<file path="src/rtl/uart_pkg.sv">
// Shared definitions for the host serial link: frame geometry, receive FSM
// state encoding and the default inter-byte timeout.
package uart_pkg;

   localparam int FRAME_MAX_BYTES     = 10;
   localparam int FRAME_W             = 8 * FRAME_MAX_BYTES;
   // 10 ms at 50 MHz
   localparam int DEFAULT_TIMEOUT_CYC = 500000;

   typedef enum logic [1:0] {
      S_IDLE    = 2'd0,
      S_COLLECT = 2'd1,
      S_DONE    = 2'd2
   } frame_state_e;

endpackage

</file>
<file path="src/rtl/uart_byte_timer.sv">
// Inter-byte timer: counts enabled cycles since the last clear and flags
// expiry once LIMIT-1 is reached. The count saturates there, so expire_o
// stays high until the owner reacts or clears the timer.
module uart_byte_timer #(
   parameter int unsigned LIMIT = 500000
) (
   input  logic clk,
   input  logic rst_n,
   input  logic clr_i,
   input  logic en_i,
   output logic expire_o
);

   localparam int CW = (LIMIT > 1) ? $clog2(LIMIT) : 1;
   localparam logic [CW-1:0] LAST = CW'(LIMIT - 1);

   logic [CW-1:0] cnt_q;

   // Count up while enabled, hold at LAST, restart on clear
   always_ff @(posedge clk or negedge rst_n) begin
      if (!rst_n) begin
         cnt_q <= '0;
      end else if (clr_i) begin
         cnt_q <= '0;
      end else if (en_i && (cnt_q != LAST)) begin
         cnt_q <= cnt_q + CW'(1);
      end
   end

   assign expire_o = en_i && (cnt_q == LAST);

endmodule

</file>
<file path="src/rtl/uart_frame_rx.sv">
// Receive-side frame assembler: gathers 1..MAX_BYTES bytes (first byte most
// significant) into a right-aligned word and pulses frame_valid. Partial
// frames are dropped on inter-byte timeout or rx_err (frame_err pulse) and
// silently when en_uart goes low.
//
// Handshake: rx_valid/rx_err are single-cycle strobes with no back-pressure;
// every strobe is consumed on the clock edge it is seen. frame_valid and
// frame_err are single-cycle pulses; frame_data is stable between
// frame_valid pulses.
module uart_frame_rx
   import uart_pkg::*;
#(
   parameter int TIMEOUT_CYC = DEFAULT_TIMEOUT_CYC,
   parameter int MAX_BYTES   = FRAME_MAX_BYTES,
   localparam int W          = 8 * MAX_BYTES
) (
   input  logic         clk,
   input  logic         rst_n,
   input  logic         en_uart,
   input  logic         rx_valid,
   input  logic [7:0]   rx_data,
   input  logic         rx_err,
   input  logic [5:0]   DATARECVTIME,
   output logic [W-1:0] frame_data,
   output logic         frame_valid,
   output logic         frame_err,
   output logic         busy,
   output logic [3:0]   byte_cnt,
   output logic [1:0]   dbg_state
);

   localparam logic [5:0] MAX_LEN6 = 6'(MAX_BYTES);
   localparam logic [3:0] MAX_LEN4 = 4'(MAX_BYTES);

   frame_state_e state_q;
   logic [W-1:0] sh_q;
   logic [W-1:0] fdata_q;
   logic [3:0]   len_q;
   logic [3:0]   cnt_q;
   logic         fvalid_q;
   logic         ferr_q;

   logic [3:0]   len_req;
   logic         start_ok;
   logic         tmr_expire;
   logic [W-1:0] mask;

   // Requested length, clamped; only sampled when a frame starts
   assign len_req  = (DATARECVTIME > MAX_LEN6) ? MAX_LEN4 : DATARECVTIME[3:0];
   assign start_ok = en_uart && rx_valid && (len_req != 4'd0);

   uart_byte_timer #(
      .LIMIT (TIMEOUT_CYC)
   ) u_timer (
      .clk      (clk),
      .rst_n    (rst_n),
      .clr_i    ((state_q != S_COLLECT) || rx_valid),
      .en_i     (state_q == S_COLLECT),
      .expire_o (tmr_expire)
   );

   // Keep only the low 8*len bits of the shift register on output
   always_comb begin
      mask = '0;
      for (int i = 0; i < MAX_BYTES; i++) begin
         if (i < int'(len_q)) mask[8*i +: 8] = 8'hFF;
      end
   end

   // Frame FSM with registered outputs
   always_ff @(posedge clk or negedge rst_n) begin
      if (!rst_n) begin
         state_q  <= S_IDLE;
         sh_q     <= '0;
         fdata_q  <= '0;
         len_q    <= '0;
         cnt_q    <= '0;
         fvalid_q <= 1'b0;
         ferr_q   <= 1'b0;
      end else begin
         fvalid_q <= 1'b0;
         ferr_q   <= 1'b0;
         case (state_q)
            S_IDLE: begin
               if (start_ok) begin
                  sh_q    <= {{(W-8){1'b0}}, rx_data};
                  cnt_q   <= 4'd1;
                  len_q   <= len_req;
                  state_q <= (len_req == 4'd1) ? S_DONE : S_COLLECT;
               end
            end
            S_COLLECT: begin
               if (!en_uart) begin
                  cnt_q   <= 4'd0;
                  state_q <= S_IDLE;
               end else if (rx_err) begin
                  ferr_q  <= 1'b1;
                  cnt_q   <= 4'd0;
                  state_q <= S_IDLE;
               end else if (rx_valid) begin
                  sh_q  <= {sh_q[W-9:0], rx_data};
                  cnt_q <= cnt_q + 4'd1;
                  if ((cnt_q + 4'd1) == len_q) state_q <= S_DONE;
               end else if (tmr_expire) begin
                  ferr_q  <= 1'b1;
                  cnt_q   <= 4'd0;
                  state_q <= S_IDLE;
               end
            end
            S_DONE: begin
               fdata_q  <= sh_q & mask;
               fvalid_q <= 1'b1;
               // A byte arriving here already opens the next frame
               if (start_ok) begin
                  sh_q    <= {{(W-8){1'b0}}, rx_data};
                  cnt_q   <= 4'd1;
                  len_q   <= len_req;
                  state_q <= (len_req == 4'd1) ? S_DONE : S_COLLECT;
               end else begin
                  cnt_q   <= 4'd0;
                  state_q <= S_IDLE;
               end
            end
            default: begin
               cnt_q   <= 4'd0;
               state_q <= S_IDLE;
            end
         endcase
      end
   end

   assign frame_data  = fdata_q;
   assign frame_valid = fvalid_q;
   assign frame_err   = ferr_q;
   assign busy        = (state_q != S_IDLE);
   assign byte_cnt    = cnt_q;
   assign dbg_state   = state_q;

endmodule

</file>
<file path="config.mk">
export PLATFORM = sky130hd
export DESIGN_NAME = uart_frame_rx
export DESIGN_NICKNAME = d
export VERILOG_FILES = /design/src/rtl/uart_pkg.sv /design/src/rtl/uart_byte_timer.sv /design/src/rtl/uart_frame_rx.sv
export SDC_FILE = /design/constraint.sdc
export NUM_CORES = 1
export LEC_CHECK = 0
export ABC_AREA = 1
export CAP_MARGIN = 20
export CELL_PAD_IN_SITES_DETAIL_PLACEMENT = 0
export CELL_PAD_IN_SITES_GLOBAL_PLACEMENT = 1
export CORE_MARGIN = 4
export CORE_UTILIZATION = 35
export CTS_CLUSTER_SIZE = 25
export DETAILED_ROUTE_END_ITERATION = 12
export PLACE_DENSITY = 0.71
export SYNTH_ARGS = -nofsm -noshare
export SYNTH_HDL_FRONTEND = slang
export SYNTH_SLANG_ARGS = --single-unit
</file>
<file path="constraint.sdc">
create_clock -name clk -period 4.1 [get_ports clk]
set_input_delay 0.82 -clock clk [delete_from_list [all_inputs] [get_ports clk]]
set_output_delay 0.82 -clock clk [all_outputs]
set_load 0.01 [all_outputs]
</file>
==> impl_metrics.ini <==
[global_routing]
grt_pass1_vias = 6475
grt_pass1_wl_um = 34350
grt_overflow_total = 0
grtUsageTotal = 0.1660
grt_start_max_net_pins = 97
antenna_found_initial = 0

[drt]
drt_first_iter_violations = 461
wl_per_cell_um = 16.15
num_vias = 6279
wirelength_um = 20380
dr.pass1.iters = 6
drc = 0
drtAntennaViolNets = 0
routed_via_density = 4.975

[power_and_ir_drop]
p_sw_frac = 0.3295
vdd_drop_max_mv = 0.2581
p_int_mw = 3.987
switchingPower_mw = 1.960
combPwrFrac = 0.266
power_frac_clock = 0.302
power.leakage_nw = 4.603
pwr-share-seq = 0.432
power.density_nw_per_um2 = 597.7

[yosys]
synth_cell_types = 28
synth-edff-count = 0
ys_seq_area_frac = 0.5968
synthFlopType = dfrtp_1
postSynthCellCount = 873
ys_seq_elements = 191
netlist_area_sq_um = 8009
synth_area_per_cell_sq_um = 9.174
syn-num-nets = 894
yosysWarnings = 0
synthArstFlopShare = 1.000

[outcome]
outcome = completed

[sta]
finalCritPeriodShare = 0.7900
tightest_slew_ns = 0.7897
whs_ns = 0.4707
rsz0062_at_grt = no
finClkSkew_ns = 0.02834
drv_slew = 0
max_freq_mhz = 308.7
tns_ns = 0
finalSetupViolCount = 0
max-slew-margin-rel = 0.4735
fin_crit_ns = 3.239
hold_violations = 0

[clock_tree]
numCtsBuffers = 17
clk_pin_slew_ns = 0.07
clkSinkCount = 191
worstSkewPairLatency_ns = 0.45
cts_hold_buf = 0
htree_levels = 4
clock-root-buffer = clkbuf_16
cts_tree = yes
cts_max_path_buffers = 2
ctsResizeCount = 0
cts_setup_buffers = 0

[placed_design]
place_area_sq_um = 9311
dp_hpwl_um = 13820
io_buffers = 107
place_congestion = 0.8179

[setup_path]
crit_start = dbg_state[0]
cp_max_fo = 50
start_kind = flip-flop
r2r_start = dbg_state[0]
crit_type = reg2out
critPathRequiredTime_ns = 3.28
critPathArrivalTime_ns = 2.42
cp-end-kind = output pin

[floorplanning]
die_area_sq_um = 25370
io_pins = 108
num_rows = 55
die_width_um = 159.3
fp.dieH_um = 159.3
core_sq_um = 22570
initial_core_util = 0.3548

[cells_and_area]
fillCellCount = 2259
layout_common_cells = dfrtp_1, nand2_1, inv_1
antenna_cells = 0
num-nets-final = 985
layout_commonest_cell = dfrtp_1
final_layout_size_suffix_gt1_frac = 0.05629
final_area_sq_um = 9950
area_growth_pct = 24.23
utilization = 0.4408

[job]
drv_cap = 0

[hold_path]
hold_class = in2async
state kept, by name, summed over array words and instances (netlist names):
signal / flops
u_timer.cnt_q: 19
byte_cnt: 4
frame_data: 80
sh_q: 80
dbg_state: 2
frame_valid: 1
frame_err: 1
len_q: 4
power by group through the flow:
stage / logic [mW] / clock network, mW / registers (mW)
floorplan: 0.720 / 0 / 2.63
global placement: 1.59 / 0 / 2.61
detailed placement: 1.61 / 0 / 2.60
CTS: 1.61 / 1.83 / 2.58
global route: 1.77 / 1.91 / 2.63
finish: 1.58 / 1.79 / 2.57
critical path, cell delays in order, from the launching register on:
cell	delay, ns
dfrtp_2	0.75
buf_4	0.57
clkdlybuf4s50_1	0.64
cell type report:
| class | instances | area (sq um) | area share |
|---|---|---|---|
| inverter | 117 | 439.2 | 0.04414 |
| timing repair buffer | 116 | 1155 | 0.1161 |
| multi-input combinational | 521 | 2580 | 0.2593 |
| sequential | 191 | 4781 | 0.4805 |
| tap | 285 | 356.6 | 0.03584 |
| clock buffer | 17 | 425.4 | 0.04276 |
| clock inverter | 15 | 212.7 | 0.02138 |
cell usage after synthesis, types with 10 or more instances:
cell type / number / area (sq um)
dfrtp_1: 191 / 4780
nand4_1: 10 / 62.56
buf_2: 19 / 95.09
o21ai_1: 19 / 95.09
o22ai_1: 65 / 406.6
nand3_1: 102 / 510.5
clkbuf_1: 17 / 63.81
nor2_1: 31 / 116.4
inv_1: 113 / 424.2
o21ai_0: 102 / 510.5
nand2_1: 147 / 551.8
a21oi_1: 16 / 80.08
routing by layer:
metal	routed length [um]	GRT usage	part of all wire
met1	9865	0.2329	0.48
met2	9655	0.2654	0.47
met3	623	0.03029	0.031
met4	231	0.04773	0.011
met5	0	0	0
metrics by stage:
step | total power [mW] | std cells | worst slack, ns
6_report | 5.947 | 1262 | 0.8608
4_1_cts | 6.016 | 1262 | 0.8343
2_1_floorplan | 3.349 | 873 | 2.309
3_3_place_gp | 4.199 | 1230 | 0.9665
3_5_place_dp | 4.211 | 1230 | 0.9282
5_1_grt | 6.310 | 1262 | 0.7221
cells by family after synthesis:
logic type,count (synthesis),synth area share
adders and majority gates,2,0.003124
AOI/OAI and AO/OA,208,0.1415
xor gates and xnor gates,7,0.007655
DFF,191,0.5968
buffers and inverters,161,0.08217
and+or+nand+nor,304,0.1687
path summary, 6_finish.rpt:
| check | cells after the start | endpoint | slack (ns) |
|---|---|---|---|
| min reg2reg | 2 | frame_data[78] | 0.51 |
| max reg2reg | 7 | sh_q[2] | 1.23 |
| min | 1 | frame_data[68] | 0.47 |
| min in group clk | 2 | frame_data[78] | 0.51 |
| max | 2 | dbg_state[0] | 0.86 |
| max in group asynchronous | 2 | frame_data[10] | 2.67 |
Power figures use the tool's default switching activity.
